===== src/rtl/uart_pkg.sv =====
// +------------------------------------------------------------------+
// | uart_pkg : shared UART state encoding, frame width, baud divisor |
// | Rev 1.0                                                          |
// +------------------------------------------------------------------+
`default_nettype none

package uart_pkg;

  localparam int DATA_BITS = 8;

  typedef enum logic [2:0] {
    IDLE   = 3'd0,
    START  = 3'd1,
    DATA   = 3'd2,
    STOP   = 3'd3,
    PARITY = 3'd4
  } rx_state_e;

  // Clocks per bit; the transmitter uses the same computation.
  function automatic int baud_divisor(input int clk_freq, input int baud_rate);
    return clk_freq / baud_rate;
  endfunction

endpackage

`default_nettype wire


===== src/rtl/uart_rx_sync.sv =====
// +------------------------------------------------------------------+
// | uart_rx_sync : two-flop synchronizer for the serial line,        |
// | resets to the idle (high) level. Rev 1.0                         |
// +------------------------------------------------------------------+
`default_nettype none

module uart_rx_sync (
  input  logic clk,
  input  logic rst,
  input  logic d_i,
  output logic q_o
);

  logic meta_q;
  logic sync_q;

  always_ff @(posedge clk) begin
    if (rst) begin
      meta_q <= 1'b1;
      sync_q <= 1'b1;
    end else begin
      meta_q <= d_i;
      sync_q <= meta_q;
    end
  end

  assign q_o = sync_q;

endmodule

`default_nettype wire


===== src/rtl/uart_receiver.sv =====
// +------------------------------------------------------------------+
// | uart_receiver : 8N1 mid-bit sampling receiver with framing check;|
// | optional even parity via UART_RX_PARITY_EN. Rev 1.0              |
// +------------------------------------------------------------------+
`default_nettype none

module uart_receiver
  import uart_pkg::*;
#(
  parameter int CLK_FREQ  = 1000,
  parameter int BAUD_RATE = 10
) (
  input  logic       clk,
  input  logic       rst,
  input  logic       rx,
  output logic [7:0] data_out,
  output logic       data_valid,
  output logic       frame_error,
  output logic       busy,
  output logic       parity_error
);

  localparam int          BAUD_CNT  = baud_divisor(CLK_FREQ, BAUD_RATE);
  localparam int          HALF_CNT  = BAUD_CNT / 2;
  localparam logic [15:0] BAUD_LAST = 16'(BAUD_CNT - 1);
  localparam logic [15:0] HALF_LAST = 16'(HALF_CNT - 1);
  localparam logic [2:0]  LAST_BIT  = 3'(DATA_BITS - 1);

  logic rx_s;

  rx_state_e   state_q, state_d;
  logic [15:0] baud_cnt_q, baud_cnt_d;
  logic [2:0]  bit_idx_q, bit_idx_d;
  logic [7:0]  shift_q, shift_d;
  logic [7:0]  data_out_q, data_out_d;
  logic        data_valid_q, data_valid_d;
  logic        frame_error_q, frame_error_d;
`ifdef UART_RX_PARITY_EN
  logic        par_err_q, par_err_d;
  logic        parity_error_q, parity_error_d;
`endif

  uart_rx_sync u_sync (
    .clk (clk),
    .rst (rst),
    .d_i (rx),
    .q_o (rx_s)
  );

  always_comb begin
    state_d       = state_q;
    baud_cnt_d    = baud_cnt_q + 16'd1;
    bit_idx_d     = bit_idx_q;
    shift_d       = shift_q;
    data_out_d    = data_out_q;
    data_valid_d  = 1'b0;
    frame_error_d = 1'b0;
`ifdef UART_RX_PARITY_EN
    par_err_d      = par_err_q;
    parity_error_d = 1'b0;
`endif

    case (state_q)
      IDLE: begin
        baud_cnt_d = '0;
        if (!rx_s) state_d = START;
      end

      // A start bit that is no longer low at its midpoint is a glitch.
      START: begin
        if (baud_cnt_q == HALF_LAST) begin
          baud_cnt_d = '0;
          bit_idx_d  = '0;
          state_d    = rx_s ? IDLE : DATA;
        end
      end

      DATA: begin
        if (baud_cnt_q == BAUD_LAST) begin
          baud_cnt_d         = '0;
          shift_d[bit_idx_q] = rx_s;
          if (bit_idx_q == LAST_BIT) begin
`ifdef UART_RX_PARITY_EN
            state_d = PARITY;
`else
            state_d = STOP;
`endif
          end else begin
            bit_idx_d = bit_idx_q + 3'd1;
          end
        end
      end

`ifdef UART_RX_PARITY_EN
      PARITY: begin
        if (baud_cnt_q == BAUD_LAST) begin
          baud_cnt_d = '0;
          par_err_d  = (^shift_q) ^ rx_s;
          state_d    = STOP;
        end
      end
`endif

      // Framing error outranks parity error; a bad frame never updates data_out.
      STOP: begin
        if (baud_cnt_q == BAUD_LAST) begin
          baud_cnt_d = '0;
          state_d    = IDLE;
          if (!rx_s) begin
            frame_error_d = 1'b1;
`ifdef UART_RX_PARITY_EN
          end else if (par_err_q) begin
            parity_error_d = 1'b1;
`endif
          end else begin
            data_out_d   = shift_q;
            data_valid_d = 1'b1;
          end
        end
      end

      default: begin
        baud_cnt_d = '0;
        state_d    = IDLE;
      end
    endcase
  end

  always_ff @(posedge clk) begin
    if (rst) begin
      state_q       <= IDLE;
      baud_cnt_q    <= '0;
      bit_idx_q     <= '0;
      shift_q       <= '0;
      data_out_q    <= '0;
      data_valid_q  <= 1'b0;
      frame_error_q <= 1'b0;
`ifdef UART_RX_PARITY_EN
      par_err_q      <= 1'b0;
      parity_error_q <= 1'b0;
`endif
    end else begin
      state_q       <= state_d;
      baud_cnt_q    <= baud_cnt_d;
      bit_idx_q     <= bit_idx_d;
      shift_q       <= shift_d;
      data_out_q    <= data_out_d;
      data_valid_q  <= data_valid_d;
      frame_error_q <= frame_error_d;
`ifdef UART_RX_PARITY_EN
      par_err_q      <= par_err_d;
      parity_error_q <= parity_error_d;
`endif
    end
  end

  assign data_out    = data_out_q;
  assign data_valid  = data_valid_q;
  assign frame_error = frame_error_q;
  assign busy        = (state_q != IDLE);
`ifdef UART_RX_PARITY_EN
  assign parity_error = parity_error_q;
`else
  assign parity_error = 1'b0;
`endif

endmodule

`default_nettype wire


===== config.mk =====
export PLATFORM = sky130hd
export DESIGN_NAME = uart_receiver
export DESIGN_NICKNAME = d
export VERILOG_FILES = /design/src/rtl/uart_pkg.sv /design/src/rtl/uart_rx_sync.sv /design/src/rtl/uart_receiver.sv
export SDC_FILE = /design/constraint.sdc
export NUM_CORES = 1
export LEC_CHECK = 0
export CAP_MARGIN = 20
export CORE_ASPECT_RATIO = 1.25
export CORE_MARGIN = 10
export CORE_UTILIZATION = 43
export DETAILED_ROUTE_END_ITERATION = 12
export GPL_TIMING_DRIVEN = 0
export SLEW_MARGIN = 20
export SYNTH_ARGS = -nofsm -noshare
export SYNTH_HDL_FRONTEND = slang
export SYNTH_SLANG_ARGS = --single-unit

===== constraint.sdc =====
create_clock -name clk -period 2.15 [get_ports clk]
set_input_delay 0.215 -clock clk [delete_from_list [all_inputs] [get_ports clk]]
set_output_delay 0.215 -clock clk [all_outputs]
set_load 0.05 [all_outputs]

==> metrics.md <==
| Metric | Value |
|---|---|
| Post-synth top area share | just over 40% |
| Storage cell area | about 820 sq um |
| Cells after Synth | about 230 |
| Initial core utilization | 45.25% |
| RSZ-0062 raised after global routing | no |
| Worst slew margin | around two thirds |
| P_leak | a little under 0.8 nW |
| Number of flops mapped to enable cells by yosys | 0 |
| Required @ worst endpoint | between 2 and 2.5 ns |
| Hpwl dp | 3.324 mm |
| Largest net degree at the start of global routing | 15 |
| Final #Nets | 259 |
| Peak VDD IR | 0.3705 mV |
| Clock transition at the registers of the reported paths | 0.09 ns |
| Mapped cell area | just over 0.002 sq mm |
| Post-synthesis simple-gate area fraction | roughly a third |
| Routed via count | about 1700 |
| Share of the yosys chip area belonging to registers | 40.37% |
| DRC viols | 0 |
| Hold_buf cts | 0 |
| Ys flop type | dfxtp_1 |
| Area of the core | approximately 0.0045 sq mm |
| Largest family of logic cells by synthesized area | simple AND/OR/NAND/NOR gates |
| Synth Area in Compound Gates | roughly 14% |
| Die Wd | 81.51 um |
| Type of the worst setup path | reg2reg |
| Synthesized area per cell | a little under 9 sq um |
| Startpoint Class | register |
| Critical-path maximum fanout | 10 |
| Initial antenna violation count | 0 |
| Top-count cell post-synth | dfxtp_1 |
| Final setup viols | 0 |
| Count of port buffers added during placement | 13 |
| Ranking of synthesized cells by area | dfxtp_1, nand4_1, a21oi_1, o21ai_0, nor2_1 |
| Layout cell share with drive strength beyond 1 | 12.25% |
| Minimum clock period | roughly 2.0 ns |
| Post-Synth Adder-Cell Area | under 10% |
| Worst Max-Slew Pin Slew | about 0.5 ns |
| Final RePlAce weighted congestion | approximately 0.89 |
| Vias in the first global route | roughly 1700 |
| Max Cap Violations | 0 |
| Final Max Slew Viols | 0 |
| Top Ports | 15 |
| Commonest cells in the netlist | dfxtp_1, nand4_1, a21oi_1 |
| Hold crit path type | reg2reg |
| Syn_nets | approximately 240 |
| Synthesized flop and latch total | between 40 and 50 |
| Die height | between 90 and 100 um |
| DR WL/cell | 14.89 um |
| Fillers | approximately 430 |
| XOR/XNOR share of the synthesized area | 5.169% |
| Starting DRC count in detailed routing | between 80 and 90 |
| Fin util | approximately 53% |
| Distinct cells, synth | 44 |
| Setup crit end kind | register |
| Footprint of the multi-input gates | between 0.001 and 0.0015 sq mm |
| Final wirelength | between 4 and 5 mm |
| Mux share of post-synthesis cell area | less than 1% |
| Final Cycle Share | 92.16% |
| TNS Setup | 0 ns |
| Die Area | 0.007896 sq mm |
| Power Density | approximately 650 mW/mm^2 |
| Num CTS Buffers | 5 |
| N_diodes | 0 |
| Clock latency on the worst-skew pair | about 0.30 ns |
| Synth warnings | 0 |
| Clk root buf | clkbuf_8 |
| Layout overhead on the synthesized area | 17.91% |
| Status | completed |
| First-pass detailed-route iteration total | 4 |
| Ys async rst share | 0% |
| CTS sink count | approximately 40 |
| Gr ovfl total | 0 |
| Num rows | 27 |
| H-tree levels | 2 |
| Max Clk Rate | about 0.5 GHz |
| GR Util All Layers | approximately an eighth |
| Final antenna-violating net count | 0 |
| CP arrival | around 2.2 ns |
| CTS tree | done |
| DR vias/cell | 5.614 |
| Hold Vio Cnt, Final | 0 |
| Cell accounting for the most synthesized area | dfxtp_1 |
| CTS Buffer Depth | 2 |
| Clk_skew | 0.007798 ns |
| First-pass GRT wire length | approximately 8 mm |
-- flip-flops by register name, indices dropped and copies added (netlist names) --
signal and cells:
frame_error 1, shift_q 8, u_sync.q_o 1, data_out 8
baud_cnt_q 16, bit_idx_q 3, data_valid 1, state_q 2
u_sync.meta_q 1
-- cells by family after synthesis --
| family | Yosys count |
|---|---|
| AOI/OAI and AO/OA | 45 |
| and+or+nand+nor | 105 |
| other | 1 |
| muxes | 1 |
| DFF | 41 |
| buffers and inverters | 22 |
| xor gates and xnor gates | 12 |
| adders and majority gates | 4 |
-- worst paths after layout --
kind | startpoint | slack [ns] | cells after the start | endpoint
max | baud_cnt_q[8] | 0.17 | 6 | data_out[3]
min | u_sync.meta_q | 0.43 | 1 | u_sync.q_o
max reg2reg | baud_cnt_q[8] | 0.17 | 6 | data_out[3]
min reg2reg | u_sync.meta_q | 0.43 | 1 | u_sync.q_o
-- routing by layer --
metal / part of all wire (%) / GRT usage [%] / routed length (um) / up-vias
met2: 52 / 21.35 / 2406 / 43
met5: 0 / 0 / 0 / -
met3: 5.6 / 3.512 / 259 / 2
li1: - / - / - / 889
met1: 42 / 13.89 / 1943 / 812
met4: 0.48 / 3.187 / 22 / 0
-- critical path, cell delays in order (launching register included) --
cell	delay [ns]
dfxtp_1	0.38
or4_1	0.55
buf_6	0.17
nor3_4	0.30
buf_4	0.24
nand4_1	0.12
a21oi_1	0.16
-- power breakdown --
group	switching, mW	leakage, nW	internal [mW]
logic	0.0282	0.371	0.0156
clock network	0.279	0.0687	0.467
registers	0.00212	0.331	0.762
total	0.309	0.770	1.24
-- stage by stage --
| stage | setup WS (ns) | area [sq um] | hold WS [ns] | std cells | power, mW |
|---|---|---|---|---|---|
| 2_1_floorplan | 0.2704 | 2033 | 0.3188 | 231 | 0.8124 |
| 3_3_place_gp | 0.1041 | 2236 | 0.3958 | 302 | 0.8259 |
| 5_1_grt | 0.01966 | 2397 | 0.4392 | 311 | 1.614 |
| 4_1_cts | 0.06082 | 2372 | 0.4354 | 310 | 1.575 |
| 3_5_place_dp | 0.07893 | 2236 | 0.4063 | 302 | 0.8259 |
| 6_report | 0.1685 | 2397 | 0.4336 | 311 | 1.554 |
-- what timing repair did --
item | CTS | global route
cloned | 0 | 0
gates resized for setup | 1 | 3
hold endpoints to repair | 0 | 0
pin swaps | 0 | 2
buffers inserted | 0 | 1
endpoints found under the setup margin | 1 | 25
-- final cells by class --
type,instances,area share [%]
multi-input combinational,168,46.56
sequential,41,34.24
timing repair buffer,14,5.689
buffer,17,3.967
tap,58,3.027
clock buffer,5,2.871
clock inverter,3,2.871
inverter,5,0.7829
-- placed cells by master, fill, tap and decap left out, drive strengths merged, types with 7 or more instances in the layout --
master | Yosys | final
nand4 | 24 | 24
clkbuf | 11 | 16
a21oi | 18 | 18
buf | 6 | 7
nand3 | 12 | 12
clkdlybuf4s50 | 0 | 12
nor3 | 11 | 11
o21ai | 17 | 17
nor2 | 17 | 17
dfxtp | 41 | 41
nand2 | 9 | 9
Power figures use the tool's default switching activity.
